File: src/rtl/cpc_rom_ctrl.sv
// Upper-ROM board controller: DFxx slot select, paired chip-select decode and
// 28C256 in-system programming sequencer with write-enable pulses and status port.
module cpc_rom_ctrl #(
    parameter int unsigned WE_CYCLES   = 2,
    parameter int unsigned PAGE_WINDOW = 400,
    parameter int unsigned TWC_CYCLES  = 40000,
    parameter logic [7:0]  STATUS_ADDR = 8'hDF
) (
    input  logic        CLK,
    input  logic        RESET_B,
    input  logic [15:0] A,
    input  logic [7:0]  D,
    input  logic        IOREQ_B,
    input  logic        MREQ_B,
    input  logic        RD_B,
    input  logic        WR_B,
    input  logic        ROMEN_B,
    input  logic        bank,
    input  logic [7:0]  slot_en,
    input  logic [3:0]  eeprom_en,
    input  logic        prog_en,
    output logic [3:0]  romcs_b,
    output logic        rom_a14,
    output logic        romdis,
    output logic [3:0]  we_b,
    output logic        busy,
    output logic [7:0]  dout,
    output logic        dout_oe
);

    localparam int unsigned CW = 16;
    localparam int unsigned TW = 11;

    typedef enum logic [1:0] {
        S_IDLE = 2'd0,
        S_PAGE = 2'd1,
        S_BUSY = 2'd2
    } state_t;

    state_t          state, state_nxt;
    logic [7:0]      romsel;
    logic [CW-1:0]   cnt, cnt_nxt;
    logic [CW-1:0]   we_cnt;
    logic [TW-1:0]   tag, tag_nxt;
    logic            overrun, overrun_nxt;
    logic            iowr_q, memwr_q, stsrd_q;
    logic            accept, set_ovr;

    logic            iowr, memwr, stsrd, hit, wr_edge;
    logic [1:0]      pair;
    logic [TW-1:0]   cur_tag;

    // Address bits below the page boundary never influence the controller.
    logic            unused_addr;
    assign unused_addr = &{1'b0, A[5:0]};

    assign iowr    = !IOREQ_B && !WR_B && !A[13];
    assign pair    = romsel[2:1];
    assign hit     = (romsel[7:4] == 4'h0) && (romsel[3] == bank) && slot_en[romsel[2:0]];
    assign memwr   = !MREQ_B && !WR_B && (A[15:14] == 2'b11) && prog_en && hit && eeprom_en[pair];
    assign wr_edge = memwr && !memwr_q;
    assign stsrd   = !IOREQ_B && !RD_B && (A[15:8] == STATUS_ADDR) && prog_en;
    assign cur_tag = {romsel[2:0], A[13:6]};

    assign romdis  = hit;
    assign rom_a14 = romsel[0];
    assign busy    = (state != S_IDLE);
    assign dout_oe = stsrd;
    assign dout    = {busy, overrun, (state == S_PAGE), romsel[4:0]};

    // Pair chip-select decode for the upper ROM window.
    always_comb begin
        romcs_b = 4'hF;
        if (hit && !ROMEN_B && (A[15:14] == 2'b11)) begin
            romcs_b[pair] = 1'b0;
        end
    end

    // Page-window / write-cycle sequencer.
    always_comb begin
        state_nxt = state;
        cnt_nxt   = cnt;
        tag_nxt   = tag;
        accept    = 1'b0;
        set_ovr   = 1'b0;
        case (state)
            S_IDLE: begin
                if (wr_edge) begin
                    accept    = 1'b1;
                    tag_nxt   = cur_tag;
                    cnt_nxt   = CW'(PAGE_WINDOW);
                    state_nxt = S_PAGE;
                end
            end
            S_PAGE: begin
                if (wr_edge && (cur_tag == tag)) begin
                    accept  = 1'b1;
                    cnt_nxt = CW'(PAGE_WINDOW);
                end else begin
                    set_ovr = wr_edge;
                    if (cnt <= CW'(1)) begin
                        cnt_nxt   = CW'(TWC_CYCLES);
                        state_nxt = S_BUSY;
                    end else begin
                        cnt_nxt = cnt - CW'(1);
                    end
                end
            end
            S_BUSY: begin
                set_ovr = wr_edge;
                if (cnt <= CW'(1)) begin
                    cnt_nxt   = '0;
                    state_nxt = S_IDLE;
                end else begin
                    cnt_nxt = cnt - CW'(1);
                end
            end
            default: begin
                cnt_nxt   = '0;
                state_nxt = S_IDLE;
            end
        endcase

        overrun_nxt = overrun;
        if (set_ovr) begin
            overrun_nxt = 1'b1;
        end else if (!stsrd && stsrd_q) begin
            overrun_nxt = 1'b0;
        end
    end

    always_ff @(posedge CLK or negedge RESET_B) begin
        if (!RESET_B) begin
            state   <= S_IDLE;
            cnt     <= '0;
            tag     <= '0;
            overrun <= 1'b0;
            romsel  <= 8'h00;
            iowr_q  <= 1'b0;
            memwr_q <= 1'b0;
            stsrd_q <= 1'b0;
        end else begin
            state   <= state_nxt;
            cnt     <= cnt_nxt;
            tag     <= tag_nxt;
            overrun <= overrun_nxt;
            iowr_q  <= iowr;
            memwr_q <= memwr;
            stsrd_q <= stsrd;
            if (iowr && !iowr_q) begin
                romsel <= D;
            end
        end
    end

    // Write-enable pulse: ends on WR_B high or after WE_CYCLES edges.
    always_ff @(posedge CLK or negedge RESET_B) begin
        if (!RESET_B) begin
            we_b   <= 4'hF;
            we_cnt <= '0;
        end else if (accept) begin
            we_b   <= ~(4'b0001 << pair);
            we_cnt <= CW'(WE_CYCLES);
        end else if (we_b != 4'hF) begin
            if (WR_B || (we_cnt <= CW'(1))) begin
                we_b <= 4'hF;
            end else begin
                we_cnt <= we_cnt - CW'(1);
            end
        end
    end

endmodule

File: config.mk
export PLATFORM = sky130hd
export DESIGN_NAME = cpc_rom_ctrl
export DESIGN_NICKNAME = d
export VERILOG_FILES = /design/src/rtl/cpc_rom_ctrl.sv
export SDC_FILE = /design/constraint.sdc
export NUM_CORES = 1
export LEC_CHECK = 0
export ABC_CLOCK_PERIOD_IN_PS = 3100
export BUFFER_PORTS_ARGS = -buffer_cell sky130_fd_sc_hd__buf_4
export CAP_MARGIN = 40
export CORE_MARGIN = 2
export CORE_UTILIZATION = 36
export DETAILED_ROUTE_END_ITERATION = 10
export GPL_TIMING_DRIVEN = 0
export PLACE_DENSITY = 0.65
export SYNTH_ARGS = -nofsm -noshare
export SYNTH_HDL_FRONTEND = slang
export SYNTH_SLANG_ARGS = --single-unit
File: constraint.sdc
create_clock -name CLK -period 3.1 [get_ports CLK]
set_input_delay 0.62 -clock CLK [delete_from_list [all_inputs] [get_ports CLK]]
set_output_delay 0.62 -clock CLK [all_outputs]
set_load 0.01 [all_outputs]
After elaboration in Yosys (flattened, before gate mapping):

Index checks and enable logic that the tools add are counted.

* add/subtract/negate cells: 2
* multiply operators: 0
* divide/modulo/power cells: 0
* $lt $le $gt $ge: 5
* equal/unequal tests: 12
* shift-type cells: 1
* multiplexer cells: 30
* bitwise logic cells: 2
* reductions and logical operators: 39

Operator list (count)
* $mux W16: 7
* $pmux W16 S3: 1
* $le A16 B1 Y1 const B: 2
* $sub A16 B1 Y16 const B: 2
* $logic_and A1 B1 Y1: 19
* $mux W4: 4
* $eq A11 B11 Y1: 1
* $logic_not A1 Y1: 9
* $eq A8 B8 Y1 const B: 1
* $mux W1: 8
* $mux W2: 4
* $ne A2 B2 Y1 const B: 4
* $not A4 Y4: 2
* $reduce_bool A2 Y1: 4
* $pmux W2 S3: 1
* $reduce_and A2 Y1: 3
* $eq A2 B2 Y1 const B: 2
* $logic_not A4 Y1: 1
* $lt A3 B4 Y1 const B: 1
* $ne A4 B4 Y1 const B: 1
* $pmux W1 S2: 2
* $reduce_and A4 Y1: 1
* $shl A1 B2 Y4 const A: 1
* $bmux W1 S3: 1
* 9 further kinds: 9

* register bits: 61
* bits in latches: 0
* bits in writable memories: 0
* bits in read-only memories: 0
* output and inout port bits: 20
* memories kept: 0

Longest topological paths before layout:

* depth after elaboration: 12
* depth in mapped cells: 10
* mapped depth without buffers: 8

Least setup slack after synthesis:

OpenSTA, ideal clock, no wires.

* kind: flip-flop to output port
* from: reg romsel[0]
* to: out romcs_b[3]
* data arrival time: 2039 ps
* setup slack: 441 ps
* stages on the path, launching flop included: 7
* path buffers: 1
* cells stage by stage: dfrtp_1 > buf_6 > mux2i_1 > mux4_2 > or2_2 > nor3_1 > nand3_1

* longest elaborated chain between the ends: 6

Ends and longest elaborated chain
* start: declaration: RTL line 41 `logic [7:0] romsel;`
* start signal: assignment: RTL line 138 `romsel <= 8'h00;`
* start signal: assignment: RTL line 151 `romsel <= D;`
* $bmux W1 S3: RTL line 59 `assign hit = (romsel[7:4] == 4'h0) && (romsel[3] == bank) && slot_en[romsel[2:0]];`
* $mux W1 (implied by the code): RTL line 59
* $logic_and A1 B1 Y1: RTL line 59
* $logic_and A1 B1 Y1 (2 in a row): RTL line 74 `if (hit && !ROMEN_B && (A[15:14] == 2'b11)) begin`
* $mux W4: RTL line 74
* end: declaration: RTL line 22 `output logic [3:0] romcs_b,`

Every way passes these cells. The select of a mux whose other input is x is not followed.

Worst setup path in the final report:

Ends and elaborated chain as after synthesis.

==> reports/results.ini <==
[run_status]
status = completed

[route]
drt_iter0_drc = 114
wl_mm = 7.670
dr_total_vias = 2780
wire_per_inst_um = 14.00
detail_route.vias_per_cell = 5.073
firstDrtPassIters = 5
drc = 0
antenna_left = 0

[setup_path]
max_stage_delay_ps = 480
cp-start-kind = flip-flop
path_cells = buf_6 > mux2i_1 > mux4_2 > or2_4 > nor3_4 > nand3_1 > buf_4
cp.required_ps = 2480
cp_slowest_cell = mux4_2
critPathMaxFanout = 7
path_class = reg2out
endpoint_kind = output port
critPathArrivalTime_ps = 2310

[timing]
rsz0062_at_grt = no
holdWs_ps = 373.7
worst_slew_pin_slew_ps = 792.1
slew_violations = 0
max_freq_mhz = 341.1
period_minus_slack_ps = 2932
setup_viol = 0
timing.slew.headroom_pct = 47.19
hold_viol_final = 0
post-route-period-util_pct = 94.58
clock_skew_ps = 12.42
setup_tns_ps = 0

[final_layout]
diodes = 0
area_delta_synth_final_pct = 23.13
layout-drive-gt1-share_pct = 33.01
finalCoreUtilization_pct = 44.98
layoutNonFillerInstCount = 548
fin_nets = 463
finalInstanceArea_mm2 = 0.004335
nFillCells = 904

[yosys]
synth.top_cell.area_share_pct = 40.51
synth_edf_count = 0
ys_seq_area_share_pct = 43.50
postSynthCellCount = 340
synthArstFlopShare_pct = 100.0
synth_area_per_cell_um2 = 10.36
synthTopCellsByArea = dfrtp_1 (41%), mux2_4 (4.3%), xnor2_1 (3.7%)
ys_warn_count = 0
synthesis.nets = 393
ys.flop_type = dfrtp_1
syn-cell-area_mm2 = 0.003521
synth_cell_type_count = 60
yosysTopAreaCell = dfrtp_1
synth-seq-cells = 61

[clock_network]
htree_levels = 3
cts_buffers = 9
clkLatencyLatePin_ps = 340
clock-sinks = 61
cts_hold_buf = 0
cts_root_buf = clkbuf_8
cts_tree = yes
cts_buffer_depth = 2
clk_pin_slew_worst_paths_ps = 70

[place]
port_buffers = 57
gp_congestion = 0.7777
dpl_cell_area_mm2 = 0.004123
hpwlAfterDp_mm = 5.573
placed_cells = 531

[die]
fp.dieW_um = 102.9
rows = 36
die_h_um = 102.9
core_mm2 = 0.009639
start_util_pct = 36.53
die_area_mm2 = 0.01059
pin_count = 65

[grt]
grt_usage_pct = 15.91
antenna_found_initial = 0
grt_pass1_wl_mm = 13.10
grt_pass1_vias = 2859
grt_overflow = 0
grt_max_degree = 62

[hold_path]
hold_path_class = in2async

[pwr]
p_leak_nw = 1.961
ir_drop_v = 0.0003237
power_density_mw_per_mm2 = 693.1

[job]
cap_violations = 0

cell type report:
type,count,area (µm²),share of cell area [%]
Multi-Input combinational cell,243,1793,41.36
Sequential cell,61,1531,35.32
Timing Repair Buffer,59,442.9,10.22
Tap cell,133,166.4,3.838
Buffer,21,153.9,3.550
Clock buffer,10,127.6,2.944
Clock inverter,6,63.81,1.472
Inverter,15,56.30,1.299
power by group:
group | internal (mW) | leakage [nW] | switching, mW
Combinational | 0.526 | 1.07 | 0.712
Clock | 0.370 | 0.0923 | 0.320
Sequential | 0.939 | 0.796 | 0.138
Total | 1.83 | 1.96 | 1.17
worst max-delay path, delay by kind of cell, from the launching register on:
kind | cells | cell delay, ps
simple gates | 3 | 650
mux | 2 | 590
flops | 1 | 420
buf+inv | 2 | 320
synth_stat cells, types with 4 or more instances:
cell type and number:
a311oi_1 5, mux2i_1 4, xnor2_1 15, inv_1 15, nand3_1 8, xor2_1 11
a31oi_1 6, a21oi_1 11, o21ai_0 17, or3_1 6, buf_4 9, mux2_2 10
nor4_1 17, dfstp_2 4, ha_1 8, dfrtp_1 57, buf_2 8, mux2_4 10
nor2_1 30, nand2_1 16, nor3_1 16
cells by family after synthesis:
kind of cell	count (synthesis)	synth area share, %
XOR/XNOR	26	6.468
buffers and inverters	36	5.970
adder cells (fa/ha/maj)	8	2.843
AO/OA/AOI/OAI	62	12.15
AND/OR/NAND/NOR	121	19.19
multiplexers	26	9.879
flip-flops	61	43.50
placed cells by master (no fill, tap or decap), drive strengths merged, types with 8 or more instances in the layout:
cell type  count
xor2          11
xnor2         15
nor4          18
o21ai         17
clkbuf        11
nor3          18
nand3          8
a21oi         12
buf           79
nor2          33
mux2          20
dfrtp         57
ha             8
nand2         16
inv           15
through the flow:
stage | setup slack (ps) | power, mW
after global routing | 23.11 | 3.235
after CTS | 34.60 | 3.029
after floorplan | 440.8 | 1.957
after detailed placement | -9.680 | 2.310
final | 168.0 | 3.005
after global placement | -21.46 | 2.287
repair_timing:
action                                  4_1_cts  5_1_grt
gates cloned                                  0        0
buffers inserted                              1        0
pin swaps                                     1        1
gates resized for setup                       2        1
endpoints found under the hold margin         0        0
endpoints found under the setup margin        4        4
sequential cells by signal, indices dropped and copies added, names as in the netlist:
register / count
stsrd_q: 1
we_cnt: 16
cnt: 16
overrun: 1
memwr_q: 1
tag: 11
romsel: 8
iowr_q: 1
we_b: 4
state: 2
metal layers:
metal,track usage [%],up-vias,wire length (µm)
li1,-,1372,-
met1,19.90,1330,3510
met2,26.32,69,3694
met3,4.203,9,356
met4,6.174,0,108
met5,0,-,0
path summary, 6_finish.rpt:
path | cells past startpoint | to | from | slack [ps]
min in group CLK | 2 | iowr_q | IOREQ_B | 460
max in group asynchronous | 1 | we_cnt[6] | RESET_B | 2220
setup reg to reg | 8 | cnt[12] | cnt[0] | 460
hold reg to reg | 1 | cnt[15] | cnt[15] | 500
hold / removal | 1 | cnt[0] | RESET_B | 370
setup / recovery | 7 | romcs_b[3] | romsel[0] | 170
Power figures use the tool's default switching activity.
